--- config.mk ---
export PLATFORM = sky130hd
export DESIGN_NAME = xor_implies_sweep_ctrl
export DESIGN_NICKNAME = d
export VERILOG_FILES = /design/src/rtl/xor_implies_pkg.sv /design/src/rtl/xor_implies_sweep_ctrl_eval.sv /design/src/rtl/xor_implies_sweep_ctrl.sv
export SDC_FILE = /design/constraint.sdc
export NUM_CORES = 1
export LEC_CHECK = 0
export ABC_AREA = 1
export CORE_MARGIN = 2
export CORE_UTILIZATION = 48
export CTS_BUF_LIST = sky130_fd_sc_hd__clkbuf_16
export CTS_CLUSTER_SIZE = 20
export DETAILED_ROUTE_END_ITERATION = 7
export GPL_TIMING_DRIVEN = 0
export PLACE_DENSITY_LB_ADDON = 0.2
export SYNTH_ARGS = -nofsm -noshare
export SYNTH_HDL_FRONTEND = slang
export SYNTH_SLANG_ARGS = --single-unit
--- constraint.sdc ---
create_clock -name clk -period 1.8 [get_ports clk]
set_input_delay 0.45 -clock clk [delete_from_list [all_inputs] [get_ports clk]]
set_output_delay 0.45 -clock clk [all_outputs]
set_load 0.01 [all_outputs]
--- src/rtl/xor_implies_pkg.sv ---
// Shared constants, FSM state type and the reference satisfying-count for the
// 16-input xor-implies sweep controller.
package xor_implies_pkg;

  localparam int N_IN     = 16;
  localparam int CHAIN_LO = 11;
  localparam int CNT_W    = 17;

  typedef enum logic [1:0] {
    S_IDLE  = 2'd0,
    S_RUN   = 2'd1,
    S_DRAIN = 2'd2,
    S_DONE  = 2'd3
  } state_e;

  // Satisfying vectors over the full range: the chain bits admit N_IN-CHAIN_LO+1
  // monotone patterns, and odd parity keeps half of the 2^CHAIN_LO free patterns.
  function automatic int unsigned golden_sat_count();
    return (32'd1 << (CHAIN_LO - 1)) * 32'(N_IN - CHAIN_LO + 1);
  endfunction

endpackage

--- src/rtl/xor_implies_sweep_ctrl_eval.sv ---
// Pure combinational xor-implies formula: odd parity of the vector, gated by
// the implication chain vec[CHAIN_LO] -> ... -> vec[N_IN-1].
module xor_implies_eval #(
  parameter int N_IN     = 16,
  parameter int CHAIN_LO = 11
) (
  input  logic [N_IN-1:0] vec,
  output logic            sat
);

  logic chain_ok_s;

  // Fold the implication chain and combine with parity.
  always_comb begin
    chain_ok_s = 1'b1;
    for (int k = CHAIN_LO; k < N_IN - 1; k++) begin
      chain_ok_s = chain_ok_s & (~vec[k] | vec[k+1]);
    end
    sat = (^vec) & chain_ok_s;
  end

endmodule

--- src/rtl/xor_implies_sweep_ctrl.sv ---
// Exhaustive sweep controller: walks [lo, hi] one vector per cycle, counts
// satisfying vectors and streams each witness out over valid/ready.
module xor_implies_sweep_ctrl
  import xor_implies_pkg::*;
(
  input  logic             clk,
  input  logic             rst,
  input  logic             start,
  input  logic             abort,
  input  logic [N_IN-1:0]  lo,
  input  logic [N_IN-1:0]  hi,
  output logic             busy,
  output logic             done,
  output logic             err,
  output logic             aborted,
  output logic [CNT_W-1:0] sat_count,
  output logic [N_IN-1:0]  first_w,
  output logic [N_IN-1:0]  last_w,
  output logic             found,
  output logic             w_valid,
  output logic [N_IN-1:0]  w_data,
  input  logic             w_ready
);

  state_e           state_q;
  logic [N_IN-1:0]  cur_q;
  logic [N_IN-1:0]  hi_q;
  logic             stg_vld_q;
  logic             w_valid_q;
  logic [N_IN-1:0]  w_data_q;
  logic             busy_q;
  logic             done_q;
  logic             err_q;
  logic             aborted_q;
  logic             found_q;
  logic [CNT_W-1:0] sat_count_q;
  logic [N_IN-1:0]  first_w_q;
  logic [N_IN-1:0]  last_w_q;

  logic             cur_sat_s;
  logic             stall_s;
  logic             retire_s;
  logic             w_hit_s;

  xor_implies_eval #(
    .N_IN    (N_IN),
    .CHAIN_LO(CHAIN_LO)
  ) u_eval (
    .vec(cur_q),
    .sat(cur_sat_s)
  );

  // Stage handshake decode: a non-satisfying entry retires without waiting.
  always_comb begin
    stall_s  = w_valid_q & ~w_ready;
    retire_s = stg_vld_q & (~w_valid_q | w_ready);
    w_hit_s  = w_valid_q & w_ready;
  end

  // Controller FSM, vector counter, one-entry stage and statistics.
  always_ff @(posedge clk) begin
    if (rst) begin
      state_q     <= S_IDLE;
      cur_q       <= N_IN'(0);
      hi_q        <= N_IN'(0);
      stg_vld_q   <= 1'b0;
      w_valid_q   <= 1'b0;
      w_data_q    <= N_IN'(0);
      busy_q      <= 1'b0;
      done_q      <= 1'b0;
      err_q       <= 1'b0;
      aborted_q   <= 1'b0;
      found_q     <= 1'b0;
      sat_count_q <= CNT_W'(0);
      first_w_q   <= N_IN'(0);
      last_w_q    <= N_IN'(0);
    end else begin
      done_q <= 1'b0;
      case (state_q)
        S_IDLE: begin
          if (start) begin
            sat_count_q <= CNT_W'(0);
            found_q     <= 1'b0;
            first_w_q   <= N_IN'(0);
            last_w_q    <= N_IN'(0);
            aborted_q   <= 1'b0;
            if (lo > hi) begin
              err_q   <= 1'b1;
              done_q  <= 1'b1;
              state_q <= S_DONE;
            end else begin
              err_q   <= 1'b0;
              cur_q   <= lo;
              hi_q    <= hi;
              busy_q  <= 1'b1;
              state_q <= S_RUN;
            end
          end
        end
        S_RUN, S_DRAIN: begin
          if (abort) begin
            // The in-flight entry is dropped without being counted.
            stg_vld_q <= 1'b0;
            w_valid_q <= 1'b0;
            aborted_q <= 1'b1;
            busy_q    <= 1'b0;
            done_q    <= 1'b1;
            state_q   <= S_DONE;
          end else begin
            if (w_hit_s) begin
              sat_count_q <= sat_count_q + CNT_W'(1);
              last_w_q    <= w_data_q;
              found_q     <= 1'b1;
              if (!found_q) begin
                first_w_q <= w_data_q;
              end
            end
            if (state_q == S_RUN) begin
              if (!stall_s) begin
                stg_vld_q <= 1'b1;
                w_valid_q <= cur_sat_s;
                w_data_q  <= cur_q;
                // Stop on hi rather than wrapping, so hi = all-ones terminates.
                if (cur_q == hi_q) begin
                  state_q <= S_DRAIN;
                end else begin
                  cur_q <= cur_q + N_IN'(1);
                end
              end
            end else if (!stg_vld_q) begin
              busy_q  <= 1'b0;
              done_q  <= 1'b1;
              state_q <= S_DONE;
            end else if (retire_s) begin
              stg_vld_q <= 1'b0;
              w_valid_q <= 1'b0;
            end
          end
        end
        S_DONE: begin
          state_q <= S_IDLE;
        end
        default: begin
          state_q <= S_IDLE;
        end
      endcase
    end
  end

  assign busy      = busy_q;
  assign done      = done_q;
  assign err       = err_q;
  assign aborted   = aborted_q;
  assign found     = found_q;
  assign sat_count = sat_count_q;
  assign first_w   = first_w_q;
  assign last_w    = last_w_q;
  assign w_valid   = w_valid_q;
  assign w_data    = w_data_q;

endmodule
==> impl_metrics.ini <==
[synth]
postSynthCellCount = 824
synth_top_flop_cell = dfxtp_1
synth_fp_nets = 891
synth_cell_types = 42
yosysSeqAreaShare_pct = 37.4
asyncSetResetFlopFracSynth_pct = 0
synth.yosys.warnings = 0
synth.ff_latch_count = 106
synthesis.area_per_instance_um2 = 6.89
syn_std_cell_area_mm2 = 0.00568
number_of_enable_type_register_cells_in_the_synthesized_netlist = 0

[clocking]
clock_tree_from_tritoncts = built
cts_root_buffer = clkbuf_16
htreeDepth = 3
cts_sinks = 106
clock_path_buffers = 2
clkSlewWorstSetupHoldPaths_ps = 70
clk-insertion-delay-late_ps = 360
cts-buffers-inserted = 9
cts-hold-fix-buffers = 0

[pwr]
vdd.ir_drop.worst_uv = 909
static_leak_uw = 0.00331
internal_power_uw = 6830
switching_power_uw = 5160
pwr-share-seq_pct = 27.3
power_frac_clock_pct = 17.1
power_density_mw_per_mm2 = 1500
netSwitchingFraction_pct = 43.0
pwr-share-comb_pct = 55.6

[die]
design.portCount = 108
initial_core_utilization_pct = 49.5
design.die.area_mm2 = 0.0127
row_count = 39
die_height_um = 113
core_region_area_mm2 = 0.0115
die_width_um = 113

[final_layout]
seq_area_mm2 = 0.00216
syn2layout_area_growth_pct = 41.2
final-instance-count-excl-fill = 1118
share_of_cells_above_drive_strength_1_pct = 24.5
multiInputGateArea_mm2 = 0.00350
filler_cell_count = 910
nets = 1037
postLayoutCellArea_mm2 = 0.00802
antennaDiodeCount = 0

[sta]
timing_max_transition_violations_final = 0
report.final.hold_viol_count = 0
final.hold.worst_slack_ps = 360
worst_slew_pin_slew_ps = 706
timing.final.crit_period_ps = 1830
max_slew_margin_pct = 52.9
worst_slack_ps = -32.3
totalNegativeSetupSlack_ps = -211
setup_viol_count_final = 12
clock_skew_ps = 11.4
fmax_mhz = 546
setup_repair_after_global_routing_missed_its_margin = yes
final_min_period_over_clock_period_pct = 102

[min_path]
min_from = hi[10]
worst_hold_path_type = input pin to flop

[global_routing]
grt-ovfl-total = 0
grt_pass1_wl_mm = 26.3
grt_start_max_net_pins = 19
initial_antenna_violation_count = 0
via_count_of_the_first_global_routing_pass = 5501
gr-usage-all-layers_pct = 25.5

[placed_design]
dpl.hpwl_mm = 11.8
dpl.cell_count = 1073
placement.setup.worst_slack_ps = -898
port_buffers = 106
gp_congestion = 0.900
placement.cell_area_mm2 = 0.00698

[critical_path]
critPathSlowestCell = dfxtp_4
critical_path_peak_fanout = 8
worst_ep_arrival_time_ps = 2080
crit_family = buffers and inverters
r2r_start = state_q[0]$_SDFFE_PP0P_
path_cells = inv_4 -> ha_4 -> clkinv_8 -> o21ai_1 -> nor3_2 -> buf_4 -> nand3_4 -> buf_8 -> nand2_2 -> nand2_1 -> nor2_1
crit_path_start = state_q[0]$_SDFFE_PP0P_
worst_path_largest_cell_delay_ps = 370
critPathBufInv = 4
cp.required_ps = 2040
critPathCaptureType = flop
crit_type = flop to flop
nature_of_the_critical_path_startpoint = flop

[detailed_routing]
routed_wirelength_mm = 17.1
detail_route.iter0.violations = 516
routed_wire_length_per_instance_um = 15.3
drt.antenna.violating_nets = 0
detailedRoute.firstPassIterationCount = 5
route.vias.total = 6023
vias_per_cell = 5.39
drt_drc_violations_left = 0

[outcome]
run_status = finished, violations left
violated_checks = setup timing

[job]
drv_cap = 0
flip-flops by register name, summed over array words and instances (netlist names):
signal,cells
sat_count,17
cur_q,16
first_w,16
hi_q,16
last_w,16
w_data,16
state_q,2
aborted,1
busy,1
done,1
err,1
found,1
stg_vld_q,1
w_valid,1
through the flow:
step / total power [uW] / util [%]
2_1_floorplan: 6780 / -
3_3_place_gp: 8390 / 60.9
3_5_place_dp: 8480 / 60.9
4_1_cts: 11300 / 67.8
5_1_grt: 12700 / 69.9
6_report: 12000 / 69.9
final timing paths:
path	slack, ps	to	cells past startpoint
max	-30	cur_q[12]$_SDFFE_PP0P_	11
min	360	hi_q[10]$_SDFFE_PP0P_	3
max reg2reg	-30	cur_q[12]$_SDFFE_PP0P_	11
min reg2reg	460	aborted$_SDFFE_PP0P_	2
what timing repair did:
item | CTS | global route
pin swaps | 37 | 22
resized for setup | 195 | 110
hold endpoints to repair | 0 | 0
cloned | 1 | 3
setup endpoints to repair | 92 | 96
setup buffers | 16 | 10
synthesized netlist by cell type (6+ instances only):
library cell / instances / area, um^2
xor2_1: 6 / 52.6
ha_1: 30 / 375
o21ai_0: 53 / 265
clkbuf_1: 18 / 67.6
nand2_1: 182 / 683
buf_2: 6 / 30.0
nor2_1: 137 / 514
xnor2_1: 7 / 61.3
dfxtp_1: 106 / 2120
inv_1: 86 / 323
inv_2: 6 / 22.5
a21oi_1: 79 / 395
nor2_2: 6 / 37.5
a211oi_1: 20 / 150
nand4_1: 6 / 37.5
nand3_1: 25 / 125
routing by layer:
layer  vias up  part of all wire (%)  GRT usage (%)  wire (um)
li1       2966                     -              -          -
met1      2792                    44           33.7       7570
met4         0                   1.6           8.54        280
met2       240                    48           43.4       8160
met5         -                     0              0          0
met3        25                   6.3           3.00       1080
worst reg2reg max path, stage by stage, from the launching register on:
cell and delay, ps:
dfxtp_4 370, inv_4 50, ha_4 350, clkinv_8 110, o21ai_1 170, nor3_2 50, buf_4 150, nand3_4 140
buf_8 160, nand2_2 60, nand2_1 60, nor2_1 50
cells by family after synthesis:
group | synth area share, %
flops | 37.4
simple gates | 27.5
compound gates | 17.2
fa+ha+maj | 6.61
xor+xnor | 2.00
buf+inv | 9.34
final cells by class:
class	instances	area share (%)
Clock buffer	9	2.81
Buffer	32	2.84
Multi-Input combinational cell	591	43.6
Tap cell	143	2.23
Timing Repair Buffer	136	15.9
Clock inverter	7	0.967
Inverter	94	4.71
Sequential cell	106	27.0
power groups by stage:
stage,logic (uW),clock network (uW),registers [uW]
final,6670,2050,3270
after global routing,7220,2140,3320
after CTS,6070,2040,3240
after detailed placement,5200,0,3280
after global placement,5130,0,3270
after floorplan,3490,0,3290
placed cells by master, fill, tap and decap left out, types with 7 or more instances in the layout:
cell	Yosys	layout
buf_6	2	15
buf_8	1	7
clkbuf_2	0	17
o21ai_2	1	7
o21ai_1	3	9
o21ai_0	53	40
xnor2_1	7	7
inv_1	86	73
buf_2	6	13
nor2_2	6	9
a21oi_2	0	8
nand2_2	2	14
dfxtp_2	0	24
ha_1	30	13
a21oi_1	79	71
dfxtp_1	106	79
clkbuf_16	0	9
nand2_1	182	165
buf_4	4	25
clkdlybuf4s50_1	0	73
a211oi_1	20	16
nand3_1	25	21
nor2_4	0	7
nor2_1	137	127
inv_2	6	16
clkbuf_1	18	8
ha_4	0	15
No activity file was read; power rests on OpenSTA's default activity.
